## src/rtl/tick_pkg.sv

```systemverilog
// Shared constants for the multi-channel tick generator: mode encodings,
// the reset divisor and the channel-select width helper.
package tick_pkg;

  localparam logic MODE_PULSE = 1'b0;
  localparam logic MODE_SQ    = 1'b1;

  localparam int DEF_DIV = 500;

  // A single-channel build still needs a one-bit select so the port exists.
  function automatic int ch_width(input int ch);
    return (ch > 1) ? $clog2(ch) : 1;
  endfunction

endpackage

```

## src/rtl/tick_gen_if.sv

```systemverilog
// Configuration write port of tick_gen: valid/ready handshake carrying the
// target channel, new divisor and output mode.
interface tick_gen_if #(
  parameter int CH = 4,
  parameter int CW = 16
);
  import tick_pkg::*;

  localparam int CHW = ch_width(CH);

  logic           cfg_valid;
  logic           cfg_ready;
  logic [CHW-1:0] cfg_ch;
  logic [CW-1:0]  cfg_div;
  logic           cfg_mode;

  modport master (
    output cfg_valid,
    output cfg_ch,
    output cfg_div,
    output cfg_mode,
    input  cfg_ready
  );

  modport slave (
    input  cfg_valid,
    input  cfg_ch,
    input  cfg_div,
    input  cfg_mode,
    output cfg_ready
  );

endinterface

```

## src/rtl/tick_chan.sv

```systemverilog
// One tick channel: divide counter, active and shadow divisor/mode, and the
// registered tick and square outputs. Shadow settings go live at a safe point.
module tick_chan
  import tick_pkg::*;
#(
  parameter int CW      = 16,
  parameter int RST_DIV = 500
) (
  input  logic          clk_in,
  input  logic          rst,
  input  logic          i_en,
  input  logic          i_wr,
  input  logic [CW-1:0] i_div,
  input  logic          i_mode,
  output logic          o_pend,
  output logic          o_tick,
  output logic          o_sq
);

  logic [CW-1:0] r_cnt;
  logic [CW-1:0] r_div;
  logic [CW-1:0] r_sdiv;
  logic          r_mode;
  logic          r_smode;
  logic          r_pend;
  logic          r_tick;
  logic          r_sq;

  logic [CW-1:0] w_last;
  logic          w_tc;
  logic          w_apply;
  logic          w_mode_chg;

  // Divisors of 0 and 1 both collapse to a terminal count on every enabled cycle.
  assign w_last     = (r_div > CW'(1)) ? (r_div - CW'(1)) : '0;
  assign w_tc       = i_en && (r_cnt == w_last);
  assign w_apply    = r_pend && (w_tc || !i_en);
  assign w_mode_chg = (r_smode != r_mode);

  always_ff @(posedge clk_in) begin
    if (rst) begin
      r_cnt   <= '0;
      r_div   <= CW'(RST_DIV);
      r_sdiv  <= CW'(RST_DIV);
      r_mode  <= MODE_PULSE;
      r_smode <= MODE_PULSE;
      r_pend  <= 1'b0;
      r_tick  <= 1'b0;
      r_sq    <= 1'b0;
    end else begin
      r_tick <= w_tc;

      if (i_wr) begin
        r_sdiv  <= i_div;
        r_smode <= i_mode;
        r_pend  <= 1'b1;
      end

      // The terminal count that performs an apply still toggles under the old mode.
      if (w_apply) begin
        r_div  <= r_sdiv;
        r_mode <= r_smode;
        r_pend <= 1'b0;
        r_cnt  <= '0;
        if (w_mode_chg) begin
          r_sq <= 1'b0;
        end else if (w_tc && (r_mode == MODE_SQ)) begin
          r_sq <= ~r_sq;
        end
      end else if (w_tc) begin
        r_cnt <= '0;
        if (r_mode == MODE_SQ) begin
          r_sq <= ~r_sq;
        end
      end else if (i_en) begin
        r_cnt <= r_cnt + CW'(1);
      end
    end
  end

  assign o_pend = r_pend;
  assign o_tick = r_tick;
  assign o_sq   = r_sq;

endmodule

```

## src/rtl/tick_gen.sv

```systemverilog
// Multi-channel programmable tick generator: CH independent dividers of
// clk_in, each reprogrammable through a shared valid/ready config port.
module tick_gen #(
  parameter int CH      = 4,
  parameter int CW      = 16,
  parameter int DEF_DIV = tick_pkg::DEF_DIV
) (
  input  logic          clk_in,
  input  logic          rst,
  input  logic [CH-1:0] en,
  tick_gen_if.slave     cfg,
  output logic [CH-1:0] tick_out,
  output logic [CH-1:0] sq_out
);
  import tick_pkg::*;

  localparam int CHW = ch_width(CH);

  logic [CH-1:0] w_pend;
  logic [CH-1:0] w_wr;
  logic          w_pend_sel;
  logic          w_accept;

  // A select beyond the last channel matches nothing, so it is accepted and dropped.
  always_comb begin
    w_pend_sel = 1'b0;
    for (int i = 0; i < CH; i++) begin
      if (cfg.cfg_ch == CHW'(i)) begin
        w_pend_sel = w_pend[i];
      end
    end
  end

  assign cfg.cfg_ready = !rst && !w_pend_sel;
  assign w_accept      = cfg.cfg_valid && cfg.cfg_ready;

  always_comb begin
    w_wr = '0;
    for (int i = 0; i < CH; i++) begin
      w_wr[i] = w_accept && (cfg.cfg_ch == CHW'(i));
    end
  end

  for (genvar g = 0; g < CH; g++) begin : g_chan
    tick_chan #(
      .CW      (CW),
      .RST_DIV (DEF_DIV)
    ) u_chan (
      .clk_in (clk_in),
      .rst    (rst),
      .i_en   (en[g]),
      .i_wr   (w_wr[g]),
      .i_div  (cfg.cfg_div),
      .i_mode (cfg.cfg_mode),
      .o_pend (w_pend[g]),
      .o_tick (tick_out[g]),
      .o_sq   (sq_out[g])
    );
  end

endmodule
```

## src/flat_wrapper.sv

```systemverilog
// flat-port wrapper written by rule: the top's interface ports become plain ports
module tick_gen_flat import tick_pkg::*;
#(
  parameter int CH      = 4,
  parameter int CW      = 16,
  parameter int DEF_DIV = tick_pkg::DEF_DIV
)
  (clk_in, rst, en, tick_out, sq_out, cfg_cfg_valid, cfg_cfg_ch, cfg_cfg_div, cfg_cfg_mode, cfg_cfg_ready);
  tick_gen_if #(.CH(CH), .CW(CW)) cfg_i ();
  input  logic clk_in;
  input  logic rst;
  input  logic [CH-1:0] en;
  output logic [CH-1:0] tick_out;
  output logic [CH-1:0] sq_out;
  input wire logic [$bits(cfg_i.cfg_valid)-1:0] cfg_cfg_valid;
  input wire logic [$bits(cfg_i.cfg_ch)-1:0] cfg_cfg_ch;
  input wire logic [$bits(cfg_i.cfg_div)-1:0] cfg_cfg_div;
  input wire logic [$bits(cfg_i.cfg_mode)-1:0] cfg_cfg_mode;
  output wire logic [$bits(cfg_i.cfg_ready)-1:0] cfg_cfg_ready;
  assign cfg_i.cfg_valid = cfg_cfg_valid;
  assign cfg_i.cfg_ch = cfg_cfg_ch;
  assign cfg_i.cfg_div = cfg_cfg_div;
  assign cfg_i.cfg_mode = cfg_cfg_mode;
  assign cfg_cfg_ready = cfg_i.cfg_ready;
  tick_gen #(.CH(CH), .CW(CW), .DEF_DIV(DEF_DIV)) u_core (.clk_in(clk_in), .rst(rst), .en(en), .cfg(cfg_i), .tick_out(tick_out), .sq_out(sq_out));
endmodule
```

## config.mk

```make
export PLATFORM = sky130hd
export DESIGN_NAME = tick_gen_flat
export DESIGN_NICKNAME = d
export VERILOG_FILES = /design/src/rtl/tick_pkg.sv /design/src/rtl/tick_gen_if.sv /design/src/rtl/tick_chan.sv /design/src/rtl/tick_gen.sv /design/src/flat_wrapper.sv
export SDC_FILE = /design/constraint.sdc
export NUM_CORES = 1
export LEC_CHECK = 0
export BUFFER_PORTS_ARGS = -buffer_cell sky130_fd_sc_hd__buf_2
export CAP_MARGIN = 25
export CORE_UTILIZATION = 30
export CTS_CLUSTER_SIZE = 10
export DETAILED_ROUTE_END_ITERATION = 10
export GPL_TIMING_DRIVEN = 0
export HOLD_SLACK_MARGIN = 0.06
export PLACE_DENSITY = 0.41
export SYNTH_ARGS = -nofsm -noshare
export SYNTH_HDL_FRONTEND = slang
export SYNTH_SLANG_ARGS = --single-unit
```

## constraint.sdc

```tcl
create_clock -name clk_in -period 4.99 [get_ports clk_in]
set_input_delay 0.998 -clock clk_in [delete_from_list [all_inputs] [get_ports clk_in]]
set_output_delay 0.998 -clock clk_in [all_outputs]
set_load 0.02 [all_outputs]
```

==> run metrics, run 1 <==
Overall Power ~3700 uW; # hold bufs at CTS 0; Mean Syn Cell Area ~8 sq um; die height a little over 200 microns; Mapped Area 11980 sq um; syn_nets 1540; minimum clock period 4.412 ns; Worst VDD drop 0.2278 mV; #FFs+latches synth 212; initial antenna violation count 1; CTS tree yes; DIE AREA ~41000 sq um; Core Util, Final roughly a third; largest net degree at the start of global routing 13; unrepaired setup endpoints after global routing no; # IOs 35; R2R cell count 12; area fraction of the dominant cell type after synthesis a little over a third; antenna-violating nets left 0; # rows 72; Worst Skew just under 0.01 ns; LEAKAGE about 0.005 uW; Buffers on Ports 30; Antenna Cells 0; Hold Path Stages 2; GRT overflow 0; post-route setup slack between 0.5 and 0.6 ns; CTS Root Cell clkbuf_16; gr usage total between 10% and 20%; Clock Tree Buf Depth 3; most frequent cell after synthesis nand2_1; TritonCTS Buffers 27; buffer count from post-CTS setup fixing 0; max frequency between 0.2 and 0.25 GHz; Chip Width about 200 microns; core area between 30000 and 40000 sq um; P&R area growth vs syn 13.35%; Starting Density 30.70%; cells after synthesis between 1500 and 2000; number of global-route vias before repair just over 10000; Synth cell types 92; DR vias 10835; pwr/cell area 274.3 nW/um^2; Yosys top cell by area dfxtp_1; ys async rst share 0%; post_cts resized 0; Avg WL per Cell 17.88 microns; Worst-path clk slew 0.06 ns; required time worst endpoint about 5.4 ns; DRT iter0 DRCs approximately 670; startpoint types flop; Hold WC Path Type reg2reg; clk_lat worst skew roughly 0.55 ns; Final period util between 80% and 90%; crit path kind reg2reg; Crit Path Max Fanout 10; H-tree levels 1; Fill cells 4195; DRT Wirelength ~37000 microns; status finished, final reports clean; CP endpoint kind flop; detail-routed via count per cell ~5.2; yosys warns 0; ranking of synthesized cells by area dfxtp_1 (35%), nand2_1 (6.7%), nor2_1 (5.0%); EDFF count, synth 0; Max-cap violations 0; TritonRoute pass-1 iters 5; total negative slack 0 ns; worst slew pin tran about 0.96 ns; final setup violating endpoints 0; DRC violations left 0; global placement routability congestion ~0.86; worst path arrival time between 4 and 5 ns; slew margin rel. a little over a third; Fin. Hold Viols 0; Max Slew Vio Count 0; Top FF cell, synth dfxtp_1; post-synthesis sequential area ratio 35.44%; first-pass GRT wire length a little under 60000 microns; CTS sink count 212; share of cells above drive strength 1 9.258%; Post-DP HPWL ~28000 microns; most frequent cells after synthesis nand2_1 (214), dfxtp_1 (212), nor2_1 (161); pre-CTS setup slack between 0.5 and 0.6 ns; layout net count 1600
cell families (layout without fill, tap and decap cells):
logic type,Yosys count,count (layout),share of synthesized area (%)
AOI/OAI and AO/OA,258,258,14.75
xor gates and xnor gates,113,113,8.735
adders and majority gates,12,12,1.254
buffers and inverters,138,213,5.475
DFF,212,212,35.44
muxes,54,54,4.681
and+or+nand+nor,715,715,29.66
per-stage QoR:
stage               hold WS (ns)  instances  cell area (sq um)
finish                    0.4535       2095              13570
global route              0.4698       2095              13570
CTS                       0.4562       2095              13570
detailed placement        0.4483       2051              12780
global placement          0.4452       2050              12770
floorplan                 0.4357       1502              11980
sequential cells by signal, summed over array words and instances, names as in the netlist:
register                      count
u_core.g_chan.u_chan.r_cnt       64
u_core.g_chan.u_chan.r_div       64
u_core.g_chan.u_chan.r_sdiv      64
u_core.g_chan.u_chan.o_pend       4
u_core.g_chan.u_chan.o_sq         4
u_core.g_chan.u_chan.o_tick       4
u_core.g_chan.u_chan.r_mode       4
u_core.g_chan.u_chan.r_smode      4
area by class of cell:
cell class	instances	area (sq um)	area share [%]
Timing Repair Buffer	31	157.7	1.161
Sequential cell	212	4244	31.27
Tap cell	518	648.1	4.775
Clock buffer	41	778.2	5.733
Inverter	36	135.1	0.9955
Multi-Input combinational cell	1152	7076	52.12
Buffer	102	520.5	3.834
Clock inverter	3	15.01	0.1106
routing by layer:
metal  wire length [microns]  GRT usage, %
met1                   19050         26.71
met2                   16400         28.45
met3                    1430         2.209
met4                     562         4.004
met5                      13             0
power by group:
group,internal (uW),total (uW),switching (uW),leakage (uW)
registers,1720,1740,24.2,0.00171
clock network,1060,1800,743,0.000391
logic,54.6,184,130,0.00287
worst paths after layout:
check                                      from                                  to  slack [ns]
max reg2reg    u_core.g_chan[3].u_chan.r_div[7]    u_core.g_chan[3].u_chan.r_cnt[7]        0.58
min          u_core.g_chan[1].u_chan.r_sdiv[11]  u_core.g_chan[1].u_chan.r_sdiv[11]        0.45
min reg2reg  u_core.g_chan[1].u_chan.r_sdiv[11]  u_core.g_chan[1].u_chan.r_sdiv[11]        0.45
max            u_core.g_chan[3].u_chan.r_div[7]    u_core.g_chan[3].u_chan.r_cnt[7]        0.58
critical path, stage by stage (launching register included):
cell and delay (ns):
dfxtp_1 0.29, clkbuf_1 0.21, nor4_1 0.73, and4_1 0.30, buf_2 0.19, and2_1 0.29, a211oi_1 0.08, o311a_1 0.36
a2111oi_0 0.69, nand4_1 0.23, o211ai_1 0.56, buf_4 0.28, nor2_1 0.06
cell usage in the layout (no fill, tap or decap), types with 25 or more instances in the layout:
| cell | count |
|---|---|
| nor3_1 | 51 |
| nand2_1 | 214 |
| buf_2 | 42 |
| mux2i_1 | 47 |
| xnor2_1 | 54 |
| nand4_1 | 35 |
| xor2_1 | 55 |
| o21ai_0 | 30 |
| and3_1 | 25 |
| inv_1 | 35 |
| a21oi_1 | 87 |
| nand3_1 | 75 |
| clkbuf_1 | 73 |
| clkbuf_16 | 27 |
| nor2_1 | 161 |
| dfxtp_1 | 212 |
Power figures use the tool's default switching activity.
==> inputs of run 2 (changes only) <==
--- a/config.mk
+++ b/config.mk
@@ -12,7 +12,8 @@
 export DETAILED_ROUTE_END_ITERATION = 10
 export GPL_TIMING_DRIVEN = 0
 export HOLD_SLACK_MARGIN = 0.06
-export PLACE_DENSITY = 0.41
+export PLACE_DENSITY = 0.44
 export SYNTH_ARGS = -nofsm -noshare
 export SYNTH_HDL_FRONTEND = slang
 export SYNTH_SLANG_ARGS = --single-unit
+export TNS_END_PERCENT = 100
==> run metrics, run 2 (synthesis gave the netlist of run 1 again) <==
# hold bufs at CTS 0 (unchanged); DIE AREA 40720 sq um (unchanged); H-tree levels 1 (unchanged); R2R cell count 12 (unchanged); CTS sink count 212 (unchanged); clk_lat worst skew 0.54 ns (about the same); LEAKAGE 0.004956 uW (-0.37%); Hold WC Path Type reg2reg; total negative slack 0 ns (unchanged); Antenna Cells 0 (unchanged); Post-DP HPWL 27430 microns (-2.7%); Fill cells 4148 (-1.1%); Worst-path clk slew 0.06 ns (about the same); final setup violating endpoints 0 (unchanged); pre-CTS setup slack 0.1088 ns (-0.3986 ns); detail-routed via count per cell 5.181 (+0.17%); worst path arrival time 4.84 ns (about the same); Layout Cells excl Fill 2091 (-0.19%); post_cts resized 0 (unchanged); pwr/cell area 272.2 nW/um^2 (-0.77%); gr usage total 17.86% (-0.40 points); reg-to-reg endpoint u_core.g_chan[1].u_chan.r_cnt[9]; most common cell after layout, fill and taps aside nand2_1; CTS tree yes; startpoint types flop; antenna-violating nets left 0 (unchanged); DRC violations left 0 (unchanged); TritonCTS Buffers 26 (-3.7%); worst slew pin tran 1.079 ns (+0.1203 ns); Overall Power 3689 uW (-0.93%); largest net degree at the start of global routing 13 (unchanged); DRT Wirelength 36480 microns (-2.6%); slew margin rel. 27.08% (-8.5 points); Buffers on Ports 30 (unchanged); hold_sp u_core.g_chan[1].u_chan.r_sdiv[12]; initial antenna violation count 1 (unchanged); Clock Tree Buf Depth 3 (unchanged); WHS Endpoint u_core.g_chan[1].u_chan.r_sdiv[12]; CTS Root Cell clkbuf_16; Hold Path Stages 2 (unchanged); P&R area growth vs syn 13.16%; Worst VDD drop 0.2141 mV (-6.0%); Max Slew Vio Count 0 (unchanged); R2R setup slack 0.57 ns (about the same); Avg WL per Cell 17.45 microns (-2.4%); Chip Width 201.8 microns (unchanged); first-pass GRT wire length 58620 microns (-1.2%); DR vias 10833 (-0.018%); # rows 72 (unchanged); max frequency 0.2263 GHz (-0.15%); Fin. Hold Viols 0 (unchanged); die height 201.8 microns (unchanged); largest registers u_core.g_chan.u_chan.r_cnt x64, u_core.g_chan.u_chan.r_div x64, u_core.g_chan.u_chan.r_sdiv x64; # IOs 35 (unchanged); status finished, final reports clean; unrepaired setup endpoints after global routing no; Final period util 88.56% (+0.14 points); WHS 0.4538 ns (+0.0003130 ns); Starting Density 30.70% (unchanged); core area 39010 sq um (unchanged); buffer count from post-CTS setup fixing 0 (unchanged); Worst Skew 0.01441 ns (+0.004712 ns); GRT overflow 0 (unchanged); TritonRoute pass-1 iters 5 (unchanged); share of cells above drive strength 1 8.964% (-0.29 points); required time worst endpoint 5.41 ns (about the same); minimum clock period 4.419 ns (+0.006824 ns); crit path kind reg2reg; commonest cells after routing, fill and taps aside nand2_1 (214), dfxtp_1 (212), nor2_1 (161), a21oi_1 (87), nand3_1 (75); post-route setup slack 0.5709 ns (-0.006824 ns); Max-cap violations 0 (unchanged); DRT iter0 DRCs 602 (-9.6%); number of global-route vias before repair 10378 (+0.58%); Crit Path Max Fanout 10 (unchanged); RR Startpoint u_core.g_chan[1].u_chan.r_div[9]; layout net count 1599 (-0.063%); CP endpoint kind flop; global placement routability congestion 0.8723 (+0.94%); total placed cells including tap cells 2050 (-0.049%)
[run 2: worst max-delay path, cell delays in order, from the launching register on]
cell and delay (ns):
dfxtp_1 0.30, clkbuf_1 0.21, or4_1 0.57, nor3_1 0.49, nand3_1 0.45, clkbuf_1 0.35, o211ai_1 0.16, a211oi_1 0.10
nor4b_1 0.92, nand3_1 0.14, nand2_1 0.24, buf_2 0.27, nor2_1 0.09
[run 2: worst max path at each step]
stage                                           startpoint                                end  slack, ns  cells after the start
after floorplan           u_core.g_chan[3].u_chan.r_div[0]   u_core.g_chan[3].u_chan.r_cnt[6]       1.41                     14
after CTS                 u_core.g_chan[3].u_chan.r_div[0]  u_core.g_chan[3].u_chan.r_cnt[14]       0.07                     14
final                     u_core.g_chan[1].u_chan.r_div[9]   u_core.g_chan[1].u_chan.r_cnt[9]       0.57                     12
after detailed placement  u_core.g_chan[3].u_chan.r_div[0]  u_core.g_chan[3].u_chan.r_cnt[14]       0.11                     14
after global placement    u_core.g_chan[3].u_chan.r_div[0]  u_core.g_chan[3].u_chan.r_cnt[14]       0.10                     14
after global routing      u_core.g_chan[3].u_chan.r_div[7]   u_core.g_chan[3].u_chan.r_cnt[7]       0.10                     12
[run 2: layout make-up]
| class | instances | area [sq um] | area share, % |
|---|---|---|---|
| buffer | 102 | 520.5 | 3.841 |
| timing repair buffer | 31 | 157.7 | 1.163 |
| clock inverter | 1 | 30.03 | 0.2216 |
| multi-input combinational | 1152 | 7076 | 52.21 |
| tap | 518 | 648.1 | 4.783 |
| sequential | 212 | 4244 | 31.32 |
| inverter | 36 | 135.1 | 0.9971 |
| clock buffer | 39 | 740.7 | 5.466 |
[run 2: power breakdown]
part	switching, uW	leakage [uW]	internal [uW]	total [uW]
clock	711	0.000373	1060	1770
combinational	127	0.00287	54.5	181
sequential	23.4	0.00171	1720	1740
[run 2: metal layers]
metal | up-vias | share of wire [%] | GRT usage (%)
li1 | 5460 | - | -
met1 | 5117 | 50 | 25.22
met2 | 221 | 44 | 28.62
met3 | 33 | 4.6 | 2.660
met4 | 2 | 1.1 | 3.788
met5 | - | 0.047 | 0
[run 2: through the flow]
stage	util [%]	area (sq um)
3_5_place_dp	32.75	12770
3_3_place_gp	32.75	12770
5_1_grt	34.74	13550
2_1_floorplan	-	11980
4_1_cts	34.72	13540
6_report	34.74	13550
==> inputs of run 3 (changes only) <==
--- a/config.mk
+++ b/config.mk
@@ -7,12 +7,14 @@
 export LEC_CHECK = 0
 export BUFFER_PORTS_ARGS = -buffer_cell sky130_fd_sc_hd__buf_2
 export CAP_MARGIN = 25
-export CORE_UTILIZATION = 30
+export CORE_UTILIZATION = 35
 export CTS_CLUSTER_SIZE = 10
 export DETAILED_ROUTE_END_ITERATION = 10
 export GPL_TIMING_DRIVEN = 0
 export HOLD_SLACK_MARGIN = 0.06
-export PLACE_DENSITY = 0.44
+export MAX_ROUTING_LAYER = met4
+export PLACE_DENSITY = 0.5
+export RECOVER_POWER = 100
 export SYNTH_ARGS = -nofsm -noshare
 export SYNTH_HDL_FRONTEND = slang
 export SYNTH_SLANG_ARGS = --single-unit
==> run metrics, run 3 (synthesis gave the netlist of run 1 again) <==
status finished, final reports clean; unrepaired setup endpoints after global routing no; WP depth 15 (+3); CP endpoint kind flop; worst path arrival time 4.96 ns (+0.12 ns); commonest cells after routing, fill and taps aside nand2_1 (214), dfxtp_1 (212), nor2_1 (161), a21oi_1 (87), clkbuf_1 (85); slew margin rel. 30.16% (+3.1 points); Antenna Cells 0 (unchanged); gr usage total 20.21% (+2.4 points); Chip Width 187.0 microns (-7.3%); Layout Cells excl Fill 2019 (-3.4%); H-tree levels 1 (unchanged); crit path to u_core.g_chan[3].u_chan.r_div[5]; critical path's slowest cell nor3b_2; Max Slew Vio Count 0 (unchanged); layout net count 1599 (unchanged); Max-cap violations 0 (unchanged); GRT overflow 0 (unchanged); DRT iter0 DRCs 760 (+26%); Reg area 4244 sq um (unchanged); final setup violating endpoints 0 (unchanged); Post-DP HPWL 26120 microns (-4.8%); DRT Wirelength 34620 microns (-5.1%); detail-routed via count per cell 5.362 (+3.5%); critical path launch point u_core.g_chan[3].u_chan.r_div[0]; CP peak stage delay 0.62 ns (-0.30 ns); Clock Tree Buf Depth 3 (unchanged); Worst Skew 0.007301 ns (-0.007107 ns); CTS Root Cell clkbuf_16; DIE AREA 34960 sq um (-14%); Starting Density 35.62% (+4.9 points); worst slew pin tran 1.033 ns (-0.04561 ns); DR vias 10826 (-0.065%); buffer count from post-CTS setup fixing 0 (unchanged); Final period util 91.53% (+3.0 points); initial antenna violation count 0 (-1); core area 33620 sq um (-14%); clk_lat worst skew 0.53 ns (about the same); most used cell, CP clkbuf_1; R2R setup slack 0.42 ns (-0.15 ns); crit path kind reg2reg; required time worst endpoint 5.38 ns (-0.03 ns); minimum clock period 4.567 ns (+0.1482 ns); RR Startpoint u_core.g_chan[3].u_chan.r_div[0]; # rows 67 (-6.9%); P&R area growth vs syn 12.07%; antenna-violating nets left 0 (unchanged); DRC violations left 0 (unchanged); first-pass GRT wire length 55720 microns (-5.0%); pwr/cell area 272.4 nW/um^2 (about the same); crit-path cells clkbuf_1 > inv_1 > ha_1 > clkbuf_1 > nor3b_2 > nand2_1 > xor2_1 > a221oi_1 > nand4b_1 > nor4bb_1 > a21boi_0 > clkbuf_1 > clkbuf_2 > mux2i_1 > nand2_1; R2R cell count 15 (+3); Fill cells 3492 (-16%); Buffers on Ports 30 (unchanged); # hold bufs at CTS 0 (unchanged); Hold WC Path Type reg2reg; total placed cells including tap cells 1981 (-3.4%); CTS tree yes; Worst-path clk slew 0.06 ns (about the same); # IOs 35 (unchanged); share of cells above drive strength 1 8.020% (-0.94 points); max frequency 0.2189 GHz (-3.2%); largest registers u_core.g_chan.u_chan.r_cnt x64, u_core.g_chan.u_chan.r_div x64, u_core.g_chan.u_chan.r_sdiv x64; Core Util, Final 39.92% (+5.2 points); TritonRoute pass-1 iters 7 (+2); post_cts resized 0 (unchanged); CTS sink count 212 (unchanged); most common cell after layout, fill and taps aside nand2_1; Worst Path Buf+Inv 5 (+2); Crit Path Max Fanout 10 (unchanged); LEAKAGE 0.004902 uW (-1.1%); number of global-route vias before repair 9974 (-3.9%); TritonCTS Buffers 26 (unchanged); die height 187.0 microns (-7.3%); Avg WL per Cell 17.15 microns (-1.7%); Worst VDD drop 0.2223 mV (+3.8%); startpoint types flop; Fin. Hold Viols 0 (unchanged); area of the multi-input gates 7057 sq um (-0.27%); largest net degree at the start of global routing 13 (unchanged); global placement routability congestion 0.8757 (+0.39%); Top delay family on crit path simple AND/OR/NAND/NOR gates; reg-to-reg endpoint u_core.g_chan[3].u_chan.r_div[5]
[run 3: routing by layer]
layer  part of all wire (%)  GRT usage, %  vias up  wire length (microns)
met4                    1.6         4.414        0                    540
met1                     49         28.01     5108                  17100
met2                     44         31.37      204                  15400
met5                      0             -        -                      0
li1                       -             -     5470                      -
met3                    4.5         2.458       44                   1568
[run 3: worst min-delay path by stage]
stage | slack (ns) | start | to | depth (start not counted)
2_1_floorplan | 0.44 | u_core.g_chan[1].u_chan.r_sdiv[0] | u_core.g_chan[1].u_chan.r_sdiv[0] | 2
3_3_place_gp | 0.45 | u_core.g_chan[3].u_chan.r_sdiv[9] | u_core.g_chan[3].u_chan.r_sdiv[9] | 2
3_5_place_dp | 0.45 | u_core.g_chan[3].u_chan.r_sdiv[1] | u_core.g_chan[3].u_chan.r_sdiv[1] | 2
4_1_cts | 0.46 | u_core.g_chan[3].u_chan.r_sdiv[12] | u_core.g_chan[3].u_chan.r_sdiv[12] | 2
5_1_grt | 0.47 | u_core.g_chan[3].u_chan.r_sdiv[9] | u_core.g_chan[3].u_chan.r_sdiv[9] | 2
6_report | 0.45 | u_core.g_chan[3].u_chan.r_sdiv[12] | u_core.g_chan[3].u_chan.r_sdiv[12] | 2
[run 3: worst register-to-register path, delay by kind of cell, from the launching register on]
kind            cells  cell delay [ns]
compound gates      2             0.49
xor+xnor            1             0.21
fa+ha+maj           1             0.15
buf+inv             5             1.44
flops               1             0.33
mux                 1             0.20
simple gates        5             1.60
[run 3: final cells by class]
cell class	count	area share [%]
inverters	36	1.007
clock inverters	1	0.03729
plain buffers	102	3.795
multi-input cells	1152	52.58
well taps	448	4.177
clock buffers	37	5.687
flip-flops and latches	212	31.62
repair buffers	31	1.091
[run 3: per-stage QoR]
stage	power, uW	setup slack, ns	TNS (ns)	hold slack (ns)	cell area [sq um]
6_report	3656	0.4227	0	0.4543	13420
5_1_grt	3813	0.04565	0	0.4735	13420
4_1_cts	3717	0.2412	0	0.4587	13460
3_5_place_dp	1954	0.2721	0	0.4473	12690
3_3_place_gp	1953	-0.1122	-1.101	0.4451	12690
2_1_floorplan	1876	1.409	0	0.4357	11980
[run 3: where the power goes]
group          leakage, uW  switching [uW]  internal [uW]
Combinational      0.00281             124           53.4
Sequential         0.00171            23.2           1720
Clock             0.000378             700           1040
